File: src/rtl/iccm_loader_pkg.sv
// iccm_loader_pkg: shared state type and parameter defaults for the ICCM program loader.
package iccm_loader_pkg;
   typedef enum logic [1:0] {LOAD, DONE, ERR} state_e;
   localparam int unsigned AddrWDef   = 12;
   localparam logic [31:0] EndWordDef = 32'h0000_0FFF;
endpackage

File: src/rtl/iccm_word_packer.sv
// iccm_word_packer: packs a byte stream little-endian into 32-bit words.
module iccm_word_packer (
   input  logic        clk_i,
   input  logic        rst_ni,
   input  logic        clr_i,
   input  logic        en_i,
   input  logic        valid_i,
   input  logic [7:0]  byte_i,
   output logic [31:0] word_o,
   output logic        word_valid_o
);
   logic [1:0]  idx_q, idx_d;
   logic [31:0] asm_q, asm_d;
   always_comb begin
      asm_d = asm_q;
      idx_d = idx_q;
      if (clr_i) begin
         asm_d = '0;
         idx_d = '0;
      end else if (en_i && valid_i) begin
         asm_d[{idx_q, 3'b000} +: 8] = byte_i;
         idx_d = idx_q + 2'd1;
      end
   end
   always_ff @(posedge clk_i or negedge rst_ni) begin
      if (!rst_ni) begin
         idx_q <= '0;
         asm_q <= '0;
      end else begin
         idx_q <= idx_d;
         asm_q <= asm_d;
      end
   end
   // The completed word includes the byte arriving this cycle.
   assign word_o       = asm_d;
   assign word_valid_o = en_i && valid_i && !clr_i && (idx_q == 2'd3);
endmodule

File: src/rtl/iccm_loader.sv
// iccm_loader: fills the ICCM from a byte stream, then releases the program reset.
module iccm_loader
   import iccm_loader_pkg::*;
#(
   parameter int unsigned AddrW   = AddrWDef,
   parameter logic [31:0] EndWord = EndWordDef
) (
   input  logic             clk_i,
   input  logic             rst_ni,
   input  logic [7:0]       rx_byte_i,
   input  logic             rx_valid_i,
   input  logic             prog_req_i,
   output logic [AddrW-1:0] iccm_ctrl_addr_o,
   output logic [31:0]      iccm_ctrl_wdata_o,
   output logic             iccm_ctrl_we_o,
   output logic             prog_rst_no,
   output logic [AddrW:0]   word_cnt_o,
   output logic             overflow_o
);
   state_e           state_q, state_d;
   logic [AddrW-1:0] addr_q, addr_d;
   logic [AddrW:0]   cnt_q, cnt_d;
   logic [31:0]      wdata_q, wdata_d;
   logic             we_q, we_d;
   logic             restart, word_vld;
   logic [31:0]      word;

   assign restart = prog_req_i && (state_q != LOAD);

   iccm_word_packer u_packer (
      .clk_i       (clk_i),
      .rst_ni      (rst_ni),
      .clr_i       (restart),
      .en_i        (state_q == LOAD),
      .valid_i     (rx_valid_i),
      .byte_i      (rx_byte_i),
      .word_o      (word),
      .word_valid_o(word_vld)
   );

   always_ff @(posedge clk_i or negedge rst_ni) begin
      if (!rst_ni) begin
         state_q <= LOAD;
         addr_q  <= '0;
         cnt_q   <= '0;
         wdata_q <= '0;
         we_q    <= 1'b0;
      end else begin
         state_q <= state_d;
         addr_q  <= addr_d;
         cnt_q   <= cnt_d;
         wdata_q <= wdata_d;
         we_q    <= we_d;
      end
   end

   // Address and count advance at the end of the write cycle; words are >= 4 cycles apart.
   always_comb begin
      state_d = state_q;
      addr_d  = addr_q;
      cnt_d   = cnt_q;
      wdata_d = wdata_q;
      we_d    = 1'b0;
      if (we_q) begin
         addr_d = addr_q + AddrW'(1);
         cnt_d  = cnt_q + (AddrW + 1)'(1);
      end
      if (restart) begin
         state_d = LOAD;
         addr_d  = '0;
         cnt_d   = '0;
      end else if (word_vld) begin
         if (word == EndWord) state_d = DONE;
         else if (cnt_q[AddrW]) state_d = ERR;
         else begin
            we_d    = 1'b1;
            wdata_d = word;
         end
      end
   end

   assign iccm_ctrl_addr_o  = addr_q;
   assign iccm_ctrl_wdata_o = wdata_q;
   assign iccm_ctrl_we_o    = we_q;
   assign prog_rst_no       = (state_q != LOAD);
   assign word_cnt_o        = cnt_q;
   assign overflow_o        = (state_q == ERR);
endmodule
File: config.mk
export PLATFORM = sky130hd
export DESIGN_NAME = iccm_loader
export DESIGN_NICKNAME = d
export VERILOG_FILES = /design/src/rtl/iccm_loader_pkg.sv /design/src/rtl/iccm_word_packer.sv /design/src/rtl/iccm_loader.sv
export SDC_FILE = /design/constraint.sdc
export NUM_CORES = 1
export LEC_CHECK = 0
export CORE_ASPECT_RATIO = 1.2
export CORE_UTILIZATION = 48
export DETAILED_ROUTE_END_ITERATION = 10
export GPL_TIMING_DRIVEN = 0
export PLACE_DENSITY_LB_ADDON = 0.2
export RECOVER_POWER = 100
export SYNTH_ARGS = -nofsm -noshare
export SYNTH_HDL_FRONTEND = slang
export SYNTH_SLANG_ARGS = --single-unit
File: constraint.sdc
create_clock -name clk_i -period 2.8 [get_ports clk_i]
set_input_delay 0.56 -clock clk_i [delete_from_list [all_inputs] [get_ports clk_i]]
set_output_delay 0.56 -clock clk_i [all_outputs]
set_load 0.05 [all_outputs]
* Word level (Yosys, flattened, before mapping)
Cells that the tools add are included.
** Operators by class
- Bitwise operators :: 3
- Divide/modulo/power cells :: 0
- Multipliers :: 0
- Add/sub/neg operators :: 4
- Equality and inequality tests :: 3
- Magnitude comparators :: 0
- Shift operators :: 2
- Multiplexer cells :: 17
- Reductions and logical operators :: 13
** Operators with widths (count)
- 32-bit 2-to-1 mux :: 2
- 32-bit bitwise mux :: 1
- 32-bit by 12-bit == test with 1-bit output (second input constant) :: 1
- 8-bit by 7-bit variable shift with 32-bit output (first input constant) :: 1
- 8-bit by 7-bit indexed part select with 32-bit output :: 1
- 13-bit 2-to-1 mux :: 2
- 12-bit 2-to-1 mux :: 2
- 13-bit by 1-bit adder with 13-bit output (second input constant) :: 1
- 12-bit by 1-bit adder with 12-bit output (second input constant) :: 1
- 2-bit 2-to-1 mux :: 6
- 2-bit nonzero test :: 4
- 5-bit negation with 7-bit output :: 1
- 2-bit == test (second input constant) :: 2
- 1-bit logical AND :: 4
- 1-bit 2-to-1 mux :: 4
- 4-bit AND reduction :: 1
- 1-bit NOT :: 3
- 3-bit nonzero test :: 1
- 2-bit by 1-bit adder with 2-bit output (second input constant) :: 1
- 2-bit logical NOT :: 1
- 2-bit AND reduction :: 1
- 1-bit logical NOT :: 1
** Storage, ports and cells
- Output and inout port bits :: 60
- Bits of input ports :: 12
- Memory bits (read-only) :: 0
- Memory bits (writable) :: 0
- Memories :: 0
- Bits in latches :: 0
- Flip-flop bits (word level) :: 94

* Logic depth before layout (Yosys ltp)
- Depth in word-level cells :: 9
- Depth in mapped cells :: 11

* By module
From an unflattened synthesis, not the netlist that was laid out.
** Unflattened totals
- Cells, all modules :: 359
- Area, all modules :: 4287.9 µm²
** By module, submodules not included
- iccm_loader :: cells each 207, seq. area each 1501.4 µm², area each 2733.9 µm², instances 1
- iccm_word_packer :: cells each 152, seq. area each 850.8 µm², area each 1554.0 µm², instances 1

* Least setup slack after synthesis
OpenSTA, ideal clock, no wires.
- Path type :: register to register
- Start :: register u_packer.idx_q[0]
- End :: register wdata_q[15] (netlist: iccm_ctrl_wdata_o[15])
- Period minus slack after synthesis :: 2.826 ns
- Setup slack :: -0.026 ns
- Data required time :: 2.675 ns
- Data arrival time :: 2.701 ns
- Stages on the path, launching flop included :: 12
- Cells stage by stage :: dfrtp_1 > inv_1 > ha_1 > buf_2 > nor2_1 > nand4_1 > nor3_1 > o211a_1 > nand4_2 > o21ai_4 > buf_8 > mux2_4
** On the way
- Cells in the longest elaborated chain, start to end :: 8
- Elaborated cells on any way between the ends :: 11
- Those cells by class :: add/sub (1); eq/ne (2); shift (2); mux (3); bitwise (1); reduce/logical (2)
** Ends and longest elaborated chain
- start, declared :: line iccm_word_packer.sv:12 : logic [1:0] idx_q, idx_d;
- start signal, assigned :: line iccm_word_packer.sv:30 : idx_q <= idx_d;
- 5-bit negation with 7-bit output :: line iccm_word_packer.sv:21 : asm_d[{idx_q, 3'b000} +: 8] = byte_i;
- 8-bit by 7-bit indexed part select with 32-bit output / 8-bit by 7-bit variable shift with 32-bit output (equally long branches) :: line iccm_word_packer.sv:21
- 32-bit bitwise mux :: line iccm_word_packer.sv:21
- 32-bit 2-to-1 mux :: line iccm_word_packer.sv:20 : end else if (en_i && valid_i) begin
- 32-bit 2-to-1 mux :: line iccm_word_packer.sv:17 : if (clr_i) begin
- 32-bit by 12-bit == test with 1-bit output :: line iccm_loader.sv:73 : if (word == EndWord) state_d = DONE;
- 1-bit NOT (no line)
- 4-bit AND reduction (no line)
- end signal, assigned :: line iccm_loader.sv:52 : wdata_q <= wdata_d;
- end, declared :: line iccm_loader.sv:23 : logic [31:0] wdata_q, wdata_d;
Parallel ways exist; a longest one is shown, timed or not.
A chain may end at the register's enable or synchronous reset.

* Final worst setup path
- Start :: register u_packer.idx_q[0]
- End :: register wdata_q[28] (netlist: iccm_ctrl_wdata_o[28])
** On the way
- Cells in the longest elaborated chain, start to end :: 8
- Elaborated cells on any way between the ends :: 11
- Those cells by class :: add/sub (1); eq/ne (2); shift (2); mux (3); bitwise (1); reduce/logical (2)
** Ends and longest elaborated chain
- 5-bit negation with 7-bit output * :: line iccm_word_packer.sv:21
- 8-bit by 7-bit indexed part select with 32-bit output / 8-bit by 7-bit variable shift with 32-bit output (equally long branches) :: line iccm_word_packer.sv:21
- 32-bit bitwise mux * :: line iccm_word_packer.sv:21
- 32-bit 2-to-1 mux * :: line iccm_word_packer.sv:20
- 32-bit 2-to-1 mux * :: line iccm_word_packer.sv:17
- via u_packer.word_o[19] :: line iccm_word_packer.sv:9 : output logic [31:0] word_o,
- 32-bit by 12-bit == test with 1-bit output * :: line iccm_loader.sv:73
- 1-bit NOT (no line) *
- 4-bit AND reduction (no line) *
The timed path passes the listed nets; every way through them passes the cells marked *.

==> impl_metrics.env <==
export IMPL_detailedPlacementHpwl_microns=6590
export IMPL_initial_drt_pass_iterations=4
export IMPL_cts_htree_levels=3
export IMPL_crit_required_ns=3.05
export IMPL_grt_pass1_vias=3152
export IMPL_die_y_microns=106
export IMPL_synth_seq_area_share=0.540
export IMPL_worst_endpoint_arrival_ns=2.99
export IMPL_cts_tree="yes"
export IMPL_syn_inst=368
export IMPL_detail_route_iter0_violations=247
export IMPL_die_width_microns=88.9
export IMPL_gr_usage_all_layers=0.218
export IMPL_r2r_worst_path_cells=11
export IMPL_ir_drop_v=0.000642
export IMPL_final_layout_size_suffix_gt1_frac=0.184
export IMPL_report_final_slew_viol_count=41
export IMPL_criticalPathCategory="register to register"
export IMPL_avgViaCountPerCell=5.57
export IMPL_yosys_warnings=0
export IMPL_route_final_wire_length_microns=9600
export IMPL_globalplace_congestion=0.869
export IMPL_post_layout_total_power_mw=6.28
export IMPL_hold_viol_final=0
export IMPL_ports=72
export IMPL_fp_coreArea_sq_um=8700
export IMPL_synth_enable_flop_cells=0
export IMPL_yosys_most_used_dff="sky130_fd_sc_hd__dfrtp_1"
export IMPL_power_static_leakage_nw=2.59
export IMPL_cts_root_to_sink_buffers=2
export IMPL_synth_compound_area_share=0.0908
export IMPL_cp_start_kind="register"
export IMPL_max_freq_ghz=0.364
export IMPL_detailroute_via_count=3219
export IMPL_r2r_end="iccm_ctrl_wdata_o[28]$_DFFE_PN0P_"
export IMPL_synth_top_family_by_area="simple AND/OR/NAND/NOR gates"
export IMPL_synth_seq_cells=94
export IMPL_floorplan_die_area_sq_um=9460
export IMPL_p_comb_frac=0.537
export IMPL_min_path_cells=1
export IMPL_numPortBuffers=70
export IMPL_crit_fanout=10
export IMPL_hold_path_class="register to register"
export IMPL_multi_input_comb_area_sq_um=1910
export IMPL_finish_instance_area_sq_um=5510
export IMPL_setup_worst_path_start="u_packer.idx_q[0]$_DFFE_PN0P_"
export IMPL_r2r_start="u_packer.idx_q[0]$_DFFE_PN0P_"
export IMPL_tightestPinTransition_ns=2.20
export IMPL_cell_variety_after_synth=54
export IMPL_grt_max_degree=55
export IMPL_finish_net_count=477
export IMPL_number_of_buffers_added_by_the_clock_tree_synthesis_step=9
export IMPL_crit_path_end="iccm_ctrl_wdata_o[28]$_DFFE_PN0P_"
export IMPL_powerDensity_nw_per_um2=1140
export IMPL_antenna_diode_count=0
export IMPL_final_seq_area_sq_um=2350
export IMPL_syn_area_sq_um=4350
export IMPL_remaining_drc_errors=0
export IMPL_clock_root_buffer_master="sky130_fd_sc_hd__clkbuf_8"
export IMPL_switching_share=0.450
export IMPL_setup_reg_to_reg_worst_slack_ns=0.05
export IMPL_globalRoute_totalOverflow=0
export IMPL_syn2layout_area_growth_pct=26.6
export IMPL_clock_sinks=94
export IMPL_cap_viol_max_count=1
export IMPL_setup_viol=0
export IMPL_post_synth_xor_area_fraction=0.0443
export IMPL_yosys_area_share_adder=0.0201
export IMPL_syn_avg_cell_area_sq_um=11.8
export IMPL_clkSlewWorstSetupHoldPaths_ns=0.08
export IMPL_detailed_place_area_sq_um=5230
export IMPL_pwr_share_clk=0.122
export IMPL_detail_route_wl_per_cell_microns=16.6
export IMPL_synth_mux_area_fraction=0.103
export IMPL_initial_core_util=0.500
export IMPL_synth_net_count=387
export IMPL_rows=37
export IMPL_critical_path_endpoint_type="register"
export IMPL_violations="capacitance limit, slew limit"
export IMPL_worst_clock_skew_ns=0.00882
export IMPL_first_pass_grt_wire_length_microns=15800
export IMPL_layout_worst_path_cycle_share=0.981
export IMPL_finish_utilization=0.633
export IMPL_switching_pwr_mw=2.83
export IMPL_max_slew_margin_rel=-0.463
export IMPL_share_of_async_settable_or_async_resettable_flops_after_synthesis=1.00
export IMPL_fraction_of_power_consumed_by_sequential_logic=0.341
export IMPL_worstSkewPairLatency_ns=0.36
export IMPL_status="complete, but fails checks"
export IMPL_cell_internal_pwr_mw=3.46
export IMPL_antenna_violations_before_repair=0
export IMPL_synth_simple_gate_area_frac=0.169
export IMPL_antenna_violating_nets_post_route=0
export IMPL_final_fill_count=731
export IMPL_finalWorstPathRequiredPeriod_ns=2.75
what timing repair did:
item / 4_1_cts / 5_1_grt
hold buffers: 0 / 0
pin swaps: 2 / 5
buffers inserted: 5 / 4
gates cloned: 0 / 0
setup endpoints to repair: 32 / 27
gates resized for setup: 13 / 7
synth_stat cells, types with 2 or more instances:
cell	instances	share of area
sky130_fd_sc_hd__dfrtp_1	94	0.54
sky130_fd_sc_hd__or2_2	2	0.0029
sky130_fd_sc_hd__nor2_1	47	0.041
sky130_fd_sc_hd__nand4_1	10	0.014
sky130_fd_sc_hd__xnor2_1	6	0.012
sky130_fd_sc_hd__nand2_1	28	0.024
sky130_fd_sc_hd__buf_1	2	0.0017
sky130_fd_sc_hd__inv_1	7	0.0060
sky130_fd_sc_hd__mux2_4	27	0.093
sky130_fd_sc_hd__and4bb_2	3	0.0086
sky130_fd_sc_hd__a211oi_1	2	0.0034
sky130_fd_sc_hd__o21ai_0	3	0.0034
sky130_fd_sc_hd__a21oi_1	14	0.016
sky130_fd_sc_hd__buf_4	4	0.0069
sky130_fd_sc_hd__and3_1	8	0.011
sky130_fd_sc_hd__a22o_1	12	0.024
sky130_fd_sc_hd__nor2b_1	4	0.0057
sky130_fd_sc_hd__xor2_1	16	0.032
sky130_fd_sc_hd__nor4_1	3	0.0043
sky130_fd_sc_hd__nor3_1	4	0.0046
sky130_fd_sc_hd__and4_1	3	0.0060
sky130_fd_sc_hd__mux2i_1	2	0.0046
sky130_fd_sc_hd__a22oi_1	12	0.021
sky130_fd_sc_hd__ha_1	7	0.020
sky130_fd_sc_hd__mux2_2	2	0.0052
sky130_fd_sc_hd__nand3_1	13	0.015
sky130_fd_sc_hd__clkbuf_1	5	0.0043
sky130_fd_sc_hd__buf_12	2	0.0092
how the worst min path moves through the flow:
stage,end,startpoint,slack (ns)
5_1_grt,iccm_ctrl_wdata_o[10]$_DFFE_PN0P_,iccm_ctrl_wdata_o[10]$_DFFE_PN0P_,0.53
3_3_place_gp,iccm_ctrl_wdata_o[18]$_DFFE_PN0P_,iccm_ctrl_wdata_o[18]$_DFFE_PN0P_,0.49
6_report,iccm_ctrl_wdata_o[18]$_DFFE_PN0P_,iccm_ctrl_wdata_o[18]$_DFFE_PN0P_,0.51
3_5_place_dp,iccm_ctrl_wdata_o[18]$_DFFE_PN0P_,iccm_ctrl_wdata_o[18]$_DFFE_PN0P_,0.49
2_1_floorplan,iccm_ctrl_addr_o[0]$_DFFE_PN0P_,rst_ni,0.26
4_1_cts,word_cnt_o[6]$_DFFE_PN0P_,rst_ni,0.18
power groups by stage:
stage	Clock [mW]	Combinational, mW	Sequential, mW
floorplan	0	1.19	3.17
global placement	0	3.14	2.16
detailed placement	0	3.18	2.17
CTS	0.788	3.32	2.14
global route	0.843	3.57	2.20
finish	0.768	3.37	2.14
metrics by stage:
step                      hold slack (ns)  setup TNS [ns]  cells  worst slack (ns)
after global routing                0.530          -0.645    578           -0.0312
after global placement              0.486         -228.91    555             -2.60
after floorplan                     0.264               0    368            0.0394
final                               0.509               0    578            0.0540
after detailed placement            0.487          -17.69    556            -0.596
after CTS                           0.182               0    574            0.0244
sequential cells by signal, summed over array words and instances, names as in the netlist:
register / count
iccm_ctrl_wdata_o: 32
iccm_ctrl_addr_o: 12
word_cnt_o: 13
u_packer.asm_q: 32
u_packer.idx_q: 2
iccm_ctrl_we_o: 1
state_q: 2
logic make-up (layout without fill, tap and decap cells):
| logic type | count (synthesis) | count (layout) |
|---|---|---|
| and+or+nand+nor | 139 | 139 |
| DFF | 94 | 94 |
| AOI/OAI and AO/OA | 53 | 53 |
| muxes | 31 | 31 |
| xor gates and xnor gates | 22 | 22 |
| buffers and inverters | 22 | 115 |
| adders and majority gates | 7 | 7 |
layout make-up:
type / instances / area share
repair buffers: 80 / 0.145
clock buffers: 12 / 0.0263
clock inverters: 2 / 0.00182
plain buffers: 14 / 0.0218
inverters: 7 / 0.00522
multi-input cells: 252 / 0.347
well taps: 117 / 0.0266
flip-flops and latches: 94 / 0.427
layout by cell type, fill, tap and decap left out, drive strengths merged, types with 3 or more instances in the layout:
| cell type | n |
|---|---|
| nor2b | 4 |
| buf | 19 |
| a22o | 12 |
| nor3 | 4 |
| dfrtp | 94 |
| xnor2 | 6 |
| a21oi | 14 |
| nor4 | 4 |
| clkdlybuf4s50 | 66 |
| o21ai | 4 |
| nand4 | 11 |
| and3 | 8 |
| nand2 | 29 |
| mux2 | 29 |
| a22oi | 12 |
| clkbuf | 18 |
| nand3 | 13 |
| ha | 7 |
| nor2 | 48 |
| and4 | 3 |
| or2 | 3 |
| inv | 7 |
| and4bb | 3 |
| xor2 | 16 |
metal layers:
layer	vias up	global-route usage	share of wire
li1	1480	-	-
met4	0	0.0907	0.022
met5	-	0	0
met3	20	0.0342	0.059
met1	1606	0.296	0.44
met2	113	0.347	0.48
worst max-delay path: stages (launching register included):
cell	delay, ns
sky130_fd_sc_hd__dfrtp_2	0.43
sky130_fd_sc_hd__inv_4	0.11
sky130_fd_sc_hd__ha_4	0.25
sky130_fd_sc_hd__or4b_4	0.23
sky130_fd_sc_hd__nor2_2	0.04
sky130_fd_sc_hd__a32o_2	0.29
sky130_fd_sc_hd__nor4_4	0.28
sky130_fd_sc_hd__nand4_2	0.18
sky130_fd_sc_hd__o21ai_4	0.23
sky130_fd_sc_hd__buf_6	0.15
sky130_fd_sc_hd__buf_12	0.14
sky130_fd_sc_hd__mux2_4	0.30
No activity file was read; power rests on OpenSTA's default activity.
